## src/rtl/phase_pulse_seq_pkg.sv

```systemverilog
// phase_pulse_pkg: shared FSM state encoding and default sizing constants
// for the phase_pulse_seq multi-phase pulse sequencer.
package phase_pulse_pkg;

    typedef enum logic [1:0] {
        IDLE  = 2'd0,
        PULSE = 2'd1,
        GAP   = 2'd2
    } state_t;

    localparam int NUM_PH_DEF = 5;
    localparam int CNT_W_DEF  = 8;
    localparam int RND_W_DEF  = 16;

endpackage

```

## src/rtl/phase_pulse_seq_timer.sv

```systemverilog
// phase_timer: loadable down-counter used to time both the pulse and the gap
// intervals. Loading value N makes 'last' assert in the N-th cycle after the
// load edge, so the owner reloads on 'last' to chain intervals seamlessly.
module phase_timer #(
    parameter int CNT_W = 8
) (
    input  logic             clk,
    input  logic             load,
    input  logic [CNT_W-1:0] load_val,
    output logic             last
);

    logic [CNT_W-1:0] cnt;

    // Count remaining cycles of the current interval, holding at zero.
    always_ff @(posedge clk) begin
        if (load) begin
            cnt <= load_val - CNT_W'(1);
        end else if (cnt != '0) begin
            cnt <= cnt - CNT_W'(1);
        end
    end

    assign last = (cnt == '0);

endmodule

```

## src/rtl/phase_pulse_seq.sv

```systemverilog
// phase_pulse_seq: programmable multi-phase, non-overlapping pulse sequencer
// with round tick, start/busy/done handshake and a completed-round counter.
// Optional feature macro: PHASE_SEQ_MASK_EN adds a ph_mask input, latched at
// start, that silences selected phases while keeping their time slots.
module phase_pulse_seq
    import phase_pulse_pkg::*;
#(
    parameter int NUM_PH = NUM_PH_DEF,
    parameter int CNT_W  = CNT_W_DEF,
    parameter int RND_W  = RND_W_DEF
) (
    input  logic              main_clk,
    input  logic              rst,
    input  logic              start,
    input  logic              mode,
    input  logic              stop,
    input  logic [CNT_W-1:0]  pulse_len,
    input  logic [CNT_W-1:0]  gap_len,
`ifdef PHASE_SEQ_MASK_EN
    input  logic [NUM_PH-1:0] ph_mask,
`endif
    output logic [NUM_PH-1:0] ph,
    output logic              ct,
    output logic              busy,
    output logic              done,
    output logic [RND_W-1:0]  round_cnt
);

    localparam int IDX_W = (NUM_PH > 1) ? $clog2(NUM_PH) : 1;
    localparam logic [IDX_W-1:0] TOP_IDX = IDX_W'(NUM_PH - 1);

    state_t            state;
    logic [IDX_W-1:0]  idx;
    logic [CNT_W-1:0]  len_q;
    logic [CNT_W-1:0]  gap_q;
    logic              mode_q;
    logic              stop_pend;
    logic [NUM_PH-1:0] mask_q;
    logic [NUM_PH-1:0] mask_in;

    logic              timer_load;
    logic [CNT_W-1:0]  timer_val;
    logic              timer_last;

    logic [CNT_W-1:0]  eff_len;
    logic              slot_end;
    logic              stop_now;

`ifdef PHASE_SEQ_MASK_EN
    assign mask_in = ph_mask;
`else
    assign mask_in = '1;
    assign mask_q  = '1;
`endif

    // A zero pulse length still gives a one-cycle pulse.
    assign eff_len = (pulse_len == '0) ? CNT_W'(1) : pulse_len;

    // A phase slot ends on the last pulse cycle when there is no gap,
    // otherwise on the last gap cycle.
    assign slot_end = timer_last &&
                      ((state == GAP) || ((state == PULSE) && (gap_q == '0)));

    // A stop arriving in the final cycle of a round still ends the run.
    assign stop_now = stop_pend || (stop && mode_q);

    function automatic logic [NUM_PH-1:0] strobe(input logic [IDX_W-1:0] i,
                                                 input logic [NUM_PH-1:0] m);
        strobe = (NUM_PH'(1) << i) & m;
    endfunction

    // Select what the interval timer is (re)loaded with at each interval end.
    always_comb begin
        timer_load = 1'b0;
        timer_val  = len_q;
        case (state)
            IDLE: begin
                timer_load = start;
                timer_val  = eff_len;
            end
            PULSE: begin
                timer_load = timer_last;
                timer_val  = (gap_q != '0) ? gap_q : len_q;
            end
            GAP: begin
                timer_load = timer_last;
                timer_val  = len_q;
            end
            default: begin
                timer_load = 1'b0;
            end
        endcase
    end

    phase_timer #(
        .CNT_W (CNT_W)
    ) u_timer (
        .clk      (main_clk),
        .load     (timer_load),
        .load_val (timer_val),
        .last     (timer_last)
    );

    // Sequencer FSM with registered strobes, handshake and round counter.
    always_ff @(posedge main_clk) begin
        if (rst) begin
            state     <= IDLE;
            idx       <= '0;
            ph        <= '0;
            ct        <= 1'b0;
            busy      <= 1'b0;
            done      <= 1'b0;
            round_cnt <= '0;
            stop_pend <= 1'b0;
        end else begin
            ct   <= 1'b0;
            done <= 1'b0;
            case (state)
                IDLE: begin
                    if (start) begin
                        len_q     <= eff_len;
                        gap_q     <= gap_len;
                        mode_q    <= mode;
`ifdef PHASE_SEQ_MASK_EN
                        mask_q    <= ph_mask;
`endif
                        idx       <= TOP_IDX;
                        ph        <= strobe(TOP_IDX, mask_in);
                        ct        <= 1'b1;
                        busy      <= 1'b1;
                        round_cnt <= '0;
                        state     <= PULSE;
                    end
                end
                PULSE: begin
                    if (stop && mode_q) stop_pend <= 1'b1;
                    if (timer_last && (gap_q != '0)) begin
                        ph    <= '0;
                        state <= GAP;
                    end
                end
                GAP: begin
                    if (stop && mode_q) stop_pend <= 1'b1;
                end
                default: begin
                    state <= IDLE;
                end
            endcase

            if (slot_end) begin
                if (idx != '0) begin
                    idx   <= idx - IDX_W'(1);
                    ph    <= strobe(idx - IDX_W'(1), mask_q);
                    state <= PULSE;
                end else begin
                    round_cnt <= round_cnt + RND_W'(1);
                    if (mode_q && !stop_now) begin
                        idx   <= TOP_IDX;
                        ph    <= strobe(TOP_IDX, mask_q);
                        ct    <= 1'b1;
                        state <= PULSE;
                    end else begin
                        ph        <= '0;
                        busy      <= 1'b0;
                        done      <= 1'b1;
                        stop_pend <= 1'b0;
                        state     <= IDLE;
                    end
                end
            end
        end
    end

endmodule

```

## config.mk

```make
export PLATFORM = sky130hd
export DESIGN_NAME = phase_pulse_seq
export DESIGN_NICKNAME = d
export VERILOG_FILES = /design/src/rtl/phase_pulse_seq_pkg.sv /design/src/rtl/phase_pulse_seq_timer.sv /design/src/rtl/phase_pulse_seq.sv
export SDC_FILE = /design/constraint.sdc
export NUM_CORES = 1
export LEC_CHECK = 0
export ABC_AREA = 1
export BUFFER_PORTS_ARGS = -buffer_cell sky130_fd_sc_hd__buf_2
export CAP_MARGIN = 20
export CORE_AREA = 8 8 105 107
export DETAILED_ROUTE_END_ITERATION = 7
export DIE_AREA = 0 0 113 115
export PLACE_DENSITY = 0.51
export SLEW_MARGIN = 30
export SYNTH_ARGS = -nofsm -noshare
export SYNTH_HDL_FRONTEND = slang
export SYNTH_SLANG_ARGS = --single-unit
```

## constraint.sdc

```tcl
create_clock -name main_clk -period 4.86 [get_ports main_clk]
set_input_delay 0 -clock main_clk [delete_from_list [all_inputs] [get_ports main_clk]]
set_output_delay 0 -clock main_clk [all_outputs]
set_load 0.005 [all_outputs]
```

==> results of run 1 <==
## cells in the mapped netlist (2+ instances only)
| cell | count | area share |
|---|---|---|
| sky130_fd_sc_hd__a211oi_1 | 6 | 0.015 |
| sky130_fd_sc_hd__a21oi_1 | 18 | 0.029 |
| sky130_fd_sc_hd__a21oi_2 | 2 | 0.0056 |
| sky130_fd_sc_hd__a22oi_1 | 8 | 0.019 |
| sky130_fd_sc_hd__a31oi_1 | 3 | 0.0060 |
| sky130_fd_sc_hd__buf_4 | 3 | 0.0073 |
| sky130_fd_sc_hd__clkbuf_1 | 14 | 0.017 |
| sky130_fd_sc_hd__dfxtp_1 | 30 | 0.19 |
| sky130_fd_sc_hd__edfxtp_1 | 25 | 0.24 |
| sky130_fd_sc_hd__ha_1 | 12 | 0.048 |
| sky130_fd_sc_hd__inv_1 | 58 | 0.070 |
| sky130_fd_sc_hd__nand2_1 | 78 | 0.094 |
| sky130_fd_sc_hd__nand2_2 | 4 | 0.0081 |
| sky130_fd_sc_hd__nand3_1 | 33 | 0.053 |
| sky130_fd_sc_hd__nand4_1 | 11 | 0.022 |
| sky130_fd_sc_hd__nor2_1 | 38 | 0.046 |
| sky130_fd_sc_hd__nor2_2 | 4 | 0.0081 |
| sky130_fd_sc_hd__nor2_4 | 2 | 0.0073 |
| sky130_fd_sc_hd__nor3_1 | 3 | 0.0048 |
| sky130_fd_sc_hd__o21ai_0 | 31 | 0.050 |
| sky130_fd_sc_hd__o21ai_1 | 5 | 0.0081 |
| sky130_fd_sc_hd__o22ai_1 | 2 | 0.0040 |
| sky130_fd_sc_hd__o31ai_1 | 2 | 0.0048 |
| sky130_fd_sc_hd__xor2_1 | 2 | 0.0056 |
## how the worst max path moves through the flow
stage,start,end,slack [ns],depth (start not counted)
floorplan,state[0],u_timer.cnt[4],2.72,13
global placement,state[1],u_timer.cnt[4],2.31,11
detailed placement,state[1],u_timer.cnt[4],2.18,13
CTS,state[1],u_timer.cnt[4],2.14,13
global route,state[1],u_timer.cnt[4],1.85,13
finish,state[1],u_timer.cnt[4],2.13,13
## per-layer routing
metal / GRT usage / up-vias / share of wire
met3: 0.0205 / 4 / 0.026
met2: 0.201 / 54 / 0.45
met1: 0.167 / 1258 / 0.51
met4: 0.0355 / 0 / 0.0072
li1: - / 1451 / -
met5: 0 / - / 0
## stage by stage
step	cell area [µm²]	hold WS, ns
2_1_floorplan	3100	0.0989
3_3_place_gp	3410	0.178
3_5_place_dp	3410	0.178
4_1_cts	3660	0.0112
5_1_grt	3660	0.0311
6_report	3660	0.0218
## flip-flops by register name (all words and copies together) (netlist names), 2 cells and up
register / count
idx: 3
ph: 5
state: 2
u_timer.cnt: 8
gap_q: 8
len_q: 8
round_cnt: 16
## logic make-up (layout without fill, tap and decap cells)
kind of cell | after synthesis | after routing
fa+ha+maj | 12 | 12
buf+inv | 77 | 131
xor+xnor | 3 | 3
flops | 55 | 55
simple gates | 175 | 175
compound gates | 83 | 83
## critical path: stages, from the launching register on
cell and delay, ns:
sky130_fd_sc_hd__dfxtp_1 0.34, sky130_fd_sc_hd__inv_1 0.11, sky130_fd_sc_hd__ha_1 0.56, sky130_fd_sc_hd__nor2_1 0.30
sky130_fd_sc_hd__a21oi_1 0.24, sky130_fd_sc_hd__nand2_1 0.08, sky130_fd_sc_hd__nand2_1 0.07, sky130_fd_sc_hd__a21oi_2 0.08
sky130_fd_sc_hd__inv_1 0.08, sky130_fd_sc_hd__ha_1 0.14, sky130_fd_sc_hd__inv_1 0.05, sky130_fd_sc_hd__nor2_1 0.19
sky130_fd_sc_hd__nand2_1 0.10, sky130_fd_sc_hd__xor2_1 0.15
## power by group through the flow
stage | Combinational (µW) | Sequential, µW | Clock (µW)
final | 622 | 624 | 268
after global routing | 716 | 634 | 297
after CTS | 627 | 626 | 280
after detailed placement | 615 | 636 | 0
after global placement | 606 | 631 | 0
after floorplan | 481 | 622 | 0
## final cells by class
class                   instances  area, µm²  area share
flip-flops and latches         55       1350       0.369
well taps                     114        143      0.0389
multi-input cells             273       1440       0.394
inverters                      59        221      0.0605
clock inverters                 3       25.0     0.00683
repair buffers                 64        410       0.112
clock buffers                   5       68.8      0.0188
==> impl_metrics.prom, run 1 <==
# TYPE chip_impl_metric gauge
chip_impl_info{name="outcome",value="finished, final reports clean"} 1
chip_impl_metric{name="place_congestion",unit=""} 0.791
chip_impl_info{name="r2r_end",value="u_timer.cnt[4]"} 1
chip_impl_metric{name="antenna_violations_before_repair",unit=""} 0
chip_impl_metric{name="yosys.area_share.adder",unit=""} 0.0484
chip_impl_metric{name="netSwitchingFraction",unit=""} 0.407
chip_impl_metric{name="total_power",unit="µW"} 1510
chip_impl_metric{name="grt_pass1_wl",unit="µm"} 13200
chip_impl_metric{name="max-clock-path-buffers",unit=""} 2
chip_impl_metric{name="count_of_fill_cells_added_during_filler_insertion",unit=""} 990
chip_impl_metric{name="totalNegativeSetupSlack",unit="ns"} 0
chip_impl_info{name="mostFrequentLayoutCells",value="sky130_fd_sc_hd__nand2_1, sky130_fd_sc_hd__inv_1, sky130_fd_sc_hd__buf_2"} 1
chip_impl_metric{name="logic_depth_of_the_worst_register_to_register_path",unit=""} 13
chip_impl_metric{name="p_int",unit="µW"} 898
chip_impl_metric{name="muxShareOfSynthArea",unit=""} 0
chip_impl_metric{name="syn-num-nets",unit=""} 438
chip_impl_metric{name="placed_cells_incl_taps",unit=""} 549
chip_impl_metric{name="drt_iter0_drc",unit=""} 177
chip_impl_metric{name="power.share.combinational",unit=""} 0.411
chip_impl_metric{name="drt-pass1-iter-count",unit=""} 4
chip_impl_metric{name="pwr-share-seq",unit=""} 0.412
chip_impl_info{name="rsz0062_at_grt",value="no"} 1
chip_impl_info{name="clock_tree.root_cell",value="sky130_fd_sc_hd__clkbuf_8"} 1
chip_impl_metric{name="fp.dieW",unit="µm"} 113
chip_impl_metric{name="worstPathArrival",unit="ns"} 2.80
chip_impl_metric{name="floorplan.io_pins",unit=""} 45
chip_impl_info{name="worst_hold_startpoint",value="pulse_len[0]"} 1
chip_impl_metric{name="fin_nets",unit=""} 491
chip_impl_metric{name="drv.max_cap_violation_count",unit=""} 0
chip_impl_metric{name="worst_skew_pair.late_latency",unit="ns"} 0.31
chip_impl_metric{name="post_cts.repair.setup_buffers",unit=""} 0
chip_impl_metric{name="mappedNetlistArea",unit="µm²"} 3100
chip_impl_metric{name="vdd.ir_drop.worst",unit="V"} 0.000203
chip_impl_metric{name="place.port_buffers",unit=""} 44
chip_impl_metric{name="dp_worst_setup_slack",unit="ns"} 2.18
chip_impl_info{name="combinational_family_with_the_most_area_after_synthesis",value="simple AND/OR/NAND/NOR gates"} 1
chip_impl_metric{name="areaGrowthSynthToFinish",unit="%"} 18.1
chip_impl_metric{name="antenna_cells",unit=""} 0
chip_impl_metric{name="final_max_slew_viol_count",unit=""} 0
chip_impl_metric{name="postSynthAreaPerCell",unit="µm²"} 7.66
chip_impl_metric{name="number_of_global_route_vias_before_repair",unit=""} 2719
chip_impl_info{name="worstSetupPathType",value="reg2reg"} 1
chip_impl_metric{name="skew",unit="ns"} 0.00770
chip_impl_metric{name="fin_crit_sh",unit=""} 0.561
chip_impl_metric{name="p_leak",unit="µW"} 0.00155
chip_impl_metric{name="utilization",unit=""} 0.387
chip_impl_metric{name="powerDensity",unit="nW/µm²"} 413
chip_impl_metric{name="post_drt_via_cell_ratio",unit=""} 4.83
chip_impl_metric{name="final_critical_path_setup_slack",unit="ns"} 2.13
chip_impl_metric{name="cts_resized",unit=""} 0
chip_impl_metric{name="cp.required",unit="ns"} 4.94
chip_impl_info{name="worst_setup_path_end_kind",value="flop"} 1
chip_impl_metric{name="std_cell_rows",unit=""} 36
chip_impl_info{name="worstHoldPathType",value="in2reg"} 1
chip_impl_metric{name="instances_no_fill",unit=""} 573
chip_impl_metric{name="design.die.area",unit="µm²"} 13000
chip_impl_info{name="start_of_the_worst_register_to_register_path",value="state[1]"} 1
chip_impl_info{name="layout_commonest_cell",value="sky130_fd_sc_hd__nand2_1"} 1
chip_impl_metric{name="ctsHtreeMaxLevel",unit=""} 2
chip_impl_metric{name="synth_compound_area_frac",unit=""} 0.160
chip_impl_metric{name="synthCells",unit=""} 405
chip_impl_info{name="nature_of_the_critical_path_startpoint",value="flop"} 1
chip_impl_metric{name="cts_hold_repair.buffers",unit=""} 16
chip_impl_metric{name="routed-via-count",unit=""} 2767
chip_impl_metric{name="cts-buffers-inserted",unit=""} 5
chip_impl_metric{name="timing_worst_slew_pin_value",unit="ns"} 0.609
chip_impl_metric{name="clk_pin_slew_worst_paths",unit="ns"} 0.11
chip_impl_metric{name="fmax",unit="GHz"} 0.367
chip_impl_metric{name="clock_power_share",unit=""} 0.177
chip_impl_info{name="synth_flop_cell",value="sky130_fd_sc_hd__dfxtp_1"} 1
chip_impl_metric{name="wl_per_cell",unit="µm"} 13.6
chip_impl_metric{name="fraction_of_layout_instances_using_a_drive_strength_above_1",unit=""} 0.157
chip_impl_metric{name="place.detailed.hpwl",unit="µm"} 5870
chip_impl_metric{name="p_sw",unit="µW"} 616
chip_impl_metric{name="antenna_left",unit=""} 0
chip_impl_metric{name="number_of_enable_type_register_cells_in_the_synthesized_netlist",unit=""} 25
chip_impl_metric{name="worstHoldPathCells",unit=""} 3
chip_impl_metric{name="flops_latches_synth",unit=""} 55
chip_impl_metric{name="asyncSetResetFlopFracSynth",unit=""} 0
chip_impl_metric{name="critPathMaxFanout",unit=""} 20
chip_impl_metric{name="timing.slew.headroom",unit=""} 0.594
chip_impl_metric{name="finalCriticalPeriod",unit="ns"} 2.73
chip_impl_metric{name="grt_max_degree",unit=""} 22
chip_impl_metric{name="fp.coreArea",unit="µm²"} 9460
chip_impl_metric{name="timing.reg2reg.setup_slack",unit="ns"} 2.13
chip_impl_metric{name="finalHoldViolations",unit=""} 0
chip_impl_metric{name="final-setup-viol-count",unit=""} 0
chip_impl_metric{name="synth_xor_area_frac",unit=""} 0.00847
chip_impl_metric{name="drt-total-wl",unit="µm"} 7800
chip_impl_metric{name="numClockSinks",unit=""} 55
chip_impl_metric{name="count_of_yosys_warnings_during_synthesis",unit=""} 0
chip_impl_metric{name="drt_drc_violations_left",unit=""} 0
chip_impl_info{name="tritoncts",value="yes"} 1
chip_impl_metric{name="global_route.overflow_total",unit=""} 0
chip_impl_metric{name="die_height",unit="µm"} 115
chip_impl_metric{name="track_usage",unit=""} 0.124
chip_impl_metric{name="synth_simple_gate_area_frac",unit=""} 0.248
chip_impl_info{name="worstHoldEndpoint",value="len_q[0]"} 1
chip_impl_metric{name="post_synth_num_cell_types",unit=""} 35
chip_impl_metric{name="starting_density_of_the_core",unit=""} 0.328
chip_impl_metric{name="yosysSeqAreaShare",unit=""} 0.435
No activity file was read; power rests on OpenSTA's default activity.
==> run 2, diff against run 1 <==
- clock period: 4.86 -> 2.6 ns (I/O delays scaled with it)
==> impl_metrics.prom, run 2 (synthesized netlist as in run 1, its figures left out) <==
# TYPE chip_impl_metric gauge
chip_impl_metric{name="drv.max_cap_violation_count",unit=""} 0
chip_impl_metric{name="drt-pass1-iter-count",unit=""} 4
chip_impl_metric{name="fp.dieW",unit="µm"} 113
chip_impl_metric{name="timing_worst_slew_pin_value",unit="ns"} 0.391
chip_impl_metric{name="antenna_cells",unit=""} 0
chip_impl_metric{name="worst_skew_pair.late_latency",unit="ns"} 0.31
chip_impl_metric{name="global_route.overflow_total",unit=""} 0
chip_impl_metric{name="timing.slew.headroom",unit=""} 0.739
chip_impl_metric{name="grt_max_degree",unit=""} 21
chip_impl_metric{name="fp.coreArea",unit="µm²"} 9460
chip_impl_metric{name="vdd.ir_drop.worst",unit="V"} 0.000325
chip_impl_info{name="worstHoldEndpoint",value="stop_pend"} 1
chip_impl_metric{name="timing.reg2reg.setup_slack",unit="ns"} 0.33
chip_impl_metric{name="cts-buffers-inserted",unit=""} 5
chip_impl_info{name="worstSetupPathType",value="reg2reg"} 1
chip_impl_metric{name="place.detailed.hpwl",unit="µm"} 5930
chip_impl_metric{name="critPathMaxFanout",unit=""} 8
chip_impl_info{name="outcome",value="finished, final reports clean"} 1
chip_impl_info{name="r2r_end",value="u_timer.cnt[4]"} 1
chip_impl_metric{name="floorplan.io_pins",unit=""} 45
chip_impl_metric{name="drt_iter0_drc",unit=""} 146
chip_impl_metric{name="post_drt_via_cell_ratio",unit=""} 4.84
chip_impl_metric{name="drt_drc_violations_left",unit=""} 0
chip_impl_metric{name="worstPathArrival",unit="ns"} 2.35
chip_impl_metric{name="starting_density_of_the_core",unit=""} 0.328
chip_impl_info{name="mostFrequentLayoutCells",value="sky130_fd_sc_hd__nand2_1, sky130_fd_sc_hd__inv_1, sky130_fd_sc_hd__buf_2"} 1
chip_impl_metric{name="std_cell_rows",unit=""} 36
chip_impl_metric{name="ctsHtreeMaxLevel",unit=""} 2
chip_impl_metric{name="wl_per_cell",unit="µm"} 13.7
chip_impl_metric{name="antenna_left",unit=""} 0
chip_impl_metric{name="fin_nets",unit=""} 501
chip_impl_metric{name="numClockSinks",unit=""} 55
chip_impl_metric{name="whs",unit="ns"} 0.0552
chip_impl_metric{name="final_max_slew_viol_count",unit=""} 0
chip_impl_metric{name="totalNegativeSetupSlack",unit="ns"} 0
chip_impl_info{name="start_of_the_worst_register_to_register_path",value="state[0]"} 1
chip_impl_metric{name="antenna_violations_before_repair",unit=""} 0
chip_impl_metric{name="place_congestion",unit=""} 0.830
chip_impl_metric{name="design.die.area",unit="µm²"} 13000
chip_impl_metric{name="grt_pass1_wl",unit="µm"} 13100
chip_impl_metric{name="finalHoldViolations",unit=""} 0
chip_impl_metric{name="final-setup-viol-count",unit=""} 0
chip_impl_metric{name="fin_crit_sh",unit=""} 0.873
chip_impl_info{name="rsz0062_at_grt",value="no"} 1
chip_impl_metric{name="logic_depth_of_the_worst_register_to_register_path",unit=""} 11
chip_impl_metric{name="number_of_global_route_vias_before_repair",unit=""} 2716
chip_impl_info{name="tritoncts",value="yes"} 1
chip_impl_metric{name="count_of_fill_cells_added_during_filler_insertion",unit=""} 1003
chip_impl_info{name="worst_setup_path_startpoint",value="state[0]"} 1
chip_impl_metric{name="areaGrowthSynthToFinish",unit="%"} 21.3
chip_impl_info{name="clock_tree.root_cell",value="sky130_fd_sc_hd__clkbuf_8"} 1
chip_impl_metric{name="post_cts.repair.setup_buffers",unit=""} 0
chip_impl_metric{name="place.port_buffers",unit=""} 44
chip_impl_metric{name="die_height",unit="µm"} 115
chip_impl_info{name="layout_commonest_cell",value="sky130_fd_sc_hd__nand2_1"} 1
chip_impl_metric{name="clk_pin_slew_worst_paths",unit="ns"} 0.11
chip_impl_info{name="worstHoldPathType",value="in2reg"} 1
chip_impl_metric{name="largest_register_ffs",unit=""} 16
chip_impl_metric{name="drt-total-wl",unit="µm"} 7980
chip_impl_metric{name="fmax",unit="GHz"} 0.440
chip_impl_info{name="nature_of_the_critical_path_startpoint",value="flop"} 1
chip_impl_metric{name="max-clock-path-buffers",unit=""} 2
chip_impl_metric{name="finalCriticalPeriod",unit="ns"} 2.27
chip_impl_metric{name="cp.required",unit="ns"} 2.68
chip_impl_info{name="worst_hold_startpoint",value="stop"} 1
chip_impl_metric{name="fraction_of_layout_instances_using_a_drive_strength_above_1",unit=""} 0.173
chip_impl_metric{name="track_usage",unit=""} 0.124
chip_impl_metric{name="powerDensity",unit="nW/µm²"} 797
chip_impl_info{name="worst_setup_path_end_kind",value="flop"} 1
chip_impl_info{name="max_flop_register",value="round_cnt"} 1
chip_impl_metric{name="worstHoldPathCells",unit=""} 5
chip_impl_metric{name="p_leak",unit="µW"} 0.00161
chip_impl_metric{name="skew",unit="ns"} 0.00512
chip_impl_metric{name="routed-via-count",unit=""} 2819
==> run 2: cell types whose count changed in the layout (fill, tap and decap cells not counted) <==
| cell | before | now |
|---|---|---|
| sky130_fd_sc_hd__inv_6 | 0 | 1 |
| sky130_fd_sc_hd__clkinv_4 | 2 | 1 |
| sky130_fd_sc_hd__buf_4 | 4 | 13 |
| sky130_fd_sc_hd__dlygate4sd3_1 | 16 | 17 |
| sky130_fd_sc_hd__clkinvlp_4 | 1 | 0 |
| sky130_fd_sc_hd__bufinv_16 | 0 | 1 |
==> run 2: repair_timing <==
item	4_1_cts	5_1_grt
hold buffers	17	0
hold endpoints to repair	17	0
gates resized for setup	0	0
==> run 2: per-layer routing <==
metal | vias to the layer above | share of wire | GRT usage
met2 | 48 | 0.45 | 0.202
met3 | 5 | 0.028 | 0.0215
met5 | - | 0 | 0
li1 | 1474 | - | -
met4 | 0 | 0.010 | 0.0346
met1 | 1292 | 0.51 | 0.165
==> run 2: layout make-up <==
| cell class | count | area, µm² | share of cell area |
|---|---|---|---|
| Inverter | 59 | 221 | 0.0588 |
| Clock buffer | 5 | 68.8 | 0.0183 |
| Sequential cell | 55 | 1350 | 0.359 |
| Multi-Input combinational cell | 273 | 1440 | 0.384 |
| Timing Repair Buffer | 74 | 488 | 0.130 |
| Clock inverter | 3 | 47.5 | 0.0126 |
| Tap cell | 114 | 143 | 0.0379 |
==> run 2: worst max path at each step <==
stage	end	slack, ns	cells past startpoint
after floorplan	u_timer.cnt[4]	0.46	13
after global placement	u_timer.cnt[7]	0.38	12
after detailed placement	u_timer.cnt[4]	0.35	11
after CTS	u_timer.cnt[4]	0.33	11
after global routing	round_cnt[12]	0.14	14
final	u_timer.cnt[4]	0.33	11
==> run 2: per-stage QoR <==
stage	cell area, µm²	power, µW	utilization	setup slack [ns]	instances
6_report	3760	3000	0.398	0.330	583
5_1_grt	3760	3230	0.398	0.143	583
4_1_cts	3760	3030	0.398	0.330	583
3_5_place_dp	3480	2410	0.368	0.348	558
3_3_place_gp	3480	2400	0.368	0.378	558
2_1_floorplan	3100	2060	-	0.462	405
==> run 2: report_power, final <==
part           total, µW  switching (µW)  internal, µW
Combinational       1240             784           452
Sequential          1160            74.6          1090
Clock                600             307           293
Total               3000            1170          1840
==> run 2: worst max-delay path, cell delays in order (launching register included) <==
cell and delay (ns):
sky130_fd_sc_hd__dfxtp_1 0.37, sky130_fd_sc_hd__inv_1 0.08, sky130_fd_sc_hd__ha_1 0.27, sky130_fd_sc_hd__buf_4 0.19
sky130_fd_sc_hd__a22oi_1 0.18, sky130_fd_sc_hd__nand3_1 0.12, sky130_fd_sc_hd__o21ai_1 0.17, sky130_fd_sc_hd__ha_1 0.17
sky130_fd_sc_hd__inv_1 0.05, sky130_fd_sc_hd__nor2_1 0.20, sky130_fd_sc_hd__nand2_1 0.09, sky130_fd_sc_hd__xor2_1 0.14
==> run 3, diff against run 2 <==
- BUFFER_PORTS_ARGS: -buffer_cell sky130_fd_sc_hd__buf_2 -> -buffer_cell sky130_fd_sc_hd__clkbuf_2
==> impl_metrics.prom, run 3 (synthesized netlist as in run 1, its figures left out) <==
# TYPE chip_impl_metric gauge
chip_impl_info{name="max_flop_register",value="round_cnt"} 1
chip_impl_metric{name="drt-pass1-iter-count",unit=""} 4
chip_impl_metric{name="areaGrowthSynthToFinish",unit="%"} 20.2
chip_impl_metric{name="timing.reg2reg.setup_slack",unit="ns"} 0.34
chip_impl_metric{name="max-clock-path-buffers",unit=""} 2
chip_impl_info{name="worst_hold_startpoint",value="pulse_len[0]"} 1
chip_impl_metric{name="wl_per_cell",unit="µm"} 13.5
chip_impl_info{name="nature_of_the_critical_path_startpoint",value="flop"} 1
chip_impl_metric{name="powerDensity",unit="nW/µm²"} 775
chip_impl_metric{name="fraction_of_layout_instances_using_a_drive_strength_above_1",unit=""} 0.173
chip_impl_metric{name="post_cts.repair.setup_buffers",unit=""} 0
chip_impl_metric{name="std_cell_rows",unit=""} 36
chip_impl_metric{name="antenna_left",unit=""} 0
chip_impl_info{name="r2r_end",value="u_timer.cnt[4]"} 1
chip_impl_info{name="critical_path.cell_chain",value="inv_1 -> ha_1 -> buf_4 -> a22oi_1 -> nand3_1 -> o21ai_1 -> ha_1 -> inv_1 -> nor2_1 -> nand2_1 -> xor2_1"} 1
chip_impl_info{name="rsz0062_at_grt",value="no"} 1
chip_impl_metric{name="numClockSinks",unit=""} 55
chip_impl_info{name="worst_setup_path_end_kind",value="flop"} 1
chip_impl_metric{name="design.die.area",unit="µm²"} 13000
chip_impl_metric{name="place_congestion",unit=""} 0.825
chip_impl_metric{name="antenna_cells",unit=""} 0
chip_impl_metric{name="starting_density_of_the_core",unit=""} 0.328
chip_impl_metric{name="number_of_global_route_vias_before_repair",unit=""} 2704
chip_impl_metric{name="largest_register_ffs",unit=""} 16
chip_impl_metric{name="fp.dieW",unit="µm"} 113
chip_impl_metric{name="drt_iter0_drc",unit=""} 134
chip_impl_metric{name="worstPathArrival",unit="ns"} 2.33
chip_impl_metric{name="die_height",unit="µm"} 115
chip_impl_metric{name="ctsHtreeMaxLevel",unit=""} 2
chip_impl_info{name="clock_tree.root_cell",value="sky130_fd_sc_hd__clkbuf_8"} 1
chip_impl_metric{name="finalHoldViolations",unit=""} 0
chip_impl_metric{name="total_power",unit="µW"} 2890
chip_impl_metric{name="cp.required",unit="ns"} 2.67
chip_impl_metric{name="whs",unit="ns"} 0.00584
chip_impl_metric{name="antenna_violations_before_repair",unit=""} 0
chip_impl_metric{name="track_usage",unit=""} 0.123
chip_impl_metric{name="final_max_slew_viol_count",unit=""} 0
chip_impl_metric{name="fmax",unit="GHz"} 0.443
chip_impl_info{name="critical-path-slowest-cell",value="sky130_fd_sc_hd__dfxtp_1"} 1
chip_impl_metric{name="floorplan.io_pins",unit=""} 45
chip_impl_metric{name="drt-total-wl",unit="µm"} 7830
chip_impl_metric{name="fin_crit_sh",unit=""} 0.869
chip_impl_metric{name="global_route.overflow_total",unit=""} 0
chip_impl_metric{name="timing_worst_slew_pin_value",unit="ns"} 0.439
chip_impl_metric{name="fin_nets",unit=""} 500
chip_impl_metric{name="place.detailed.hpwl",unit="µm"} 5880
chip_impl_metric{name="skew",unit="ns"} 0.00720
chip_impl_metric{name="logic_depth_of_the_worst_register_to_register_path",unit=""} 11
chip_impl_metric{name="p_leak",unit="µW"} 0.00158
chip_impl_info{name="path_delay_family",value="adder cells"} 1
chip_impl_info{name="worstHoldEndpoint",value="len_q[0]"} 1
chip_impl_metric{name="totalNegativeSetupSlack",unit="ns"} 0
chip_impl_info{name="layout_commonest_cell",value="sky130_fd_sc_hd__nand2_1"} 1
chip_impl_metric{name="critPathMaxFanout",unit=""} 8
chip_impl_metric{name="grt_max_degree",unit=""} 21
chip_impl_metric{name="timing.critical_path.buf_inv",unit=""} 3
chip_impl_info{name="worstHoldPathType",value="in2reg"} 1
chip_impl_metric{name="worstHoldPathCells",unit=""} 3
chip_impl_info{name="worstSetupPathType",value="reg2reg"} 1
chip_impl_metric{name="grt_pass1_wl",unit="µm"} 13100
chip_impl_metric{name="clk_pin_slew_worst_paths",unit="ns"} 0.11
chip_impl_metric{name="final-setup-viol-count",unit=""} 0
chip_impl_info{name="tritoncts",value="yes"} 1
chip_impl_metric{name="vdd.ir_drop.worst",unit="V"} 0.000266
chip_impl_metric{name="timing.slew.headroom",unit=""} 0.708
chip_impl_metric{name="place.port_buffers",unit=""} 44
chip_impl_info{name="outcome",value="finished, final reports clean"} 1
chip_impl_metric{name="worst_skew_pair.late_latency",unit="ns"} 0.31
chip_impl_info{name="mostFrequentLayoutCells",value="sky130_fd_sc_hd__nand2_1, sky130_fd_sc_hd__inv_1, sky130_fd_sc_hd__clkbuf_2"} 1
chip_impl_metric{name="slowest_cell_delay_on_critical_path",unit="ns"} 0.38
chip_impl_metric{name="finalCriticalPeriod",unit="ns"} 2.26
chip_impl_metric{name="drt_drc_violations_left",unit=""} 0
chip_impl_metric{name="routed-via-count",unit=""} 2817
chip_impl_metric{name="fp.coreArea",unit="µm²"} 9460
chip_impl_metric{name="post_drt_via_cell_ratio",unit=""} 4.84
chip_impl_metric{name="count_of_fill_cells_added_during_filler_insertion",unit=""} 978
chip_impl_metric{name="drv.max_cap_violation_count",unit=""} 0
chip_impl_info{name="start_of_the_worst_register_to_register_path",value="state[0]"} 1
chip_impl_metric{name="cts-buffers-inserted",unit=""} 5
-- run 3: changes by cell type in the layout (fill, tap and decap cells not counted), sizes merged --
cell,previous run,this run
dlygate4sd3,17,16
bufinv,1,0
clkinvlp,0,1
clkinv,1,2
clkbuf,5,49
inv,60,59
buf,57,13
-- run 3: through the flow --
step	cell area [µm²]	instances	setup slack, ns	utilization
2_1_floorplan	3100	405	0.462	-
3_3_place_gp	3480	558	0.383	0.368
3_5_place_dp	3480	558	0.341	0.368
4_1_cts	3730	582	0.321	0.394
5_1_grt	3730	582	0.0910	0.394
6_report	3730	582	0.341	0.394
-- run 3: timing repair --
item / CTS / global route
resized for setup: 0 / 0
hold buffers: 16 / 0
hold endpoints to repair: 16 / 0
-- run 3: how the worst max path moves through the flow --
stage                     startpoint              to  slack (ns)  depth (start not counted)
after floorplan             state[0]  u_timer.cnt[4]        0.46                         13
after global placement      state[0]  u_timer.cnt[4]        0.38                         11
after detailed placement    state[0]  u_timer.cnt[4]        0.34                         11
after CTS                   state[0]  u_timer.cnt[4]        0.32                         11
after global routing        state[0]  u_timer.cnt[6]        0.09                         13
final                       state[0]  u_timer.cnt[4]        0.34                         11
-- run 3: per-layer routing --
| layer | up-vias | track usage | wire [µm] | part of all wire |
|---|---|---|---|---|
| li1 | 1469 | - | - | - |
| met1 | 1299 | 0.166 | 3920 | 0.50 |
| met2 | 43 | 0.202 | 3610 | 0.46 |
| met3 | 6 | 0.0189 | 233 | 0.030 |
| met4 | 0 | 0.0293 | 72 | 0.0092 |
| met5 | - | 0 | 0 | 0 |
-- run 3: power by group --
group / internal [µW] / total (µW) / switching (µW)
registers: 1090 / 1160 / 74.5
logic: 451 / 1230 / 776
clock network: 194 / 499 / 305
total: 1730 / 2890 / 1160
-- run 3: worst reg2reg max path, delay by kind of cell, from the launching register on --
family,cells,cell delay (ns)
AO/OA/AOI/OAI,2,0.35
XOR/XNOR,1,0.15
adder cells (fa/ha/maj),2,0.44
buffers and inverters,3,0.33
flip-flops,1,0.38
AND/OR/NAND/NOR,3,0.40
-- run 3: layout make-up --
cell class	instances	area [µm²]	share of cell area
clock buffer	5	68.8	0.0184
clock inverter	3	25.0	0.00671
inverter	59	221	0.0594
multi-input combinational	273	1440	0.387
sequential	55	1350	0.362
tap	114	143	0.0382
timing repair buffer	73	478	0.128
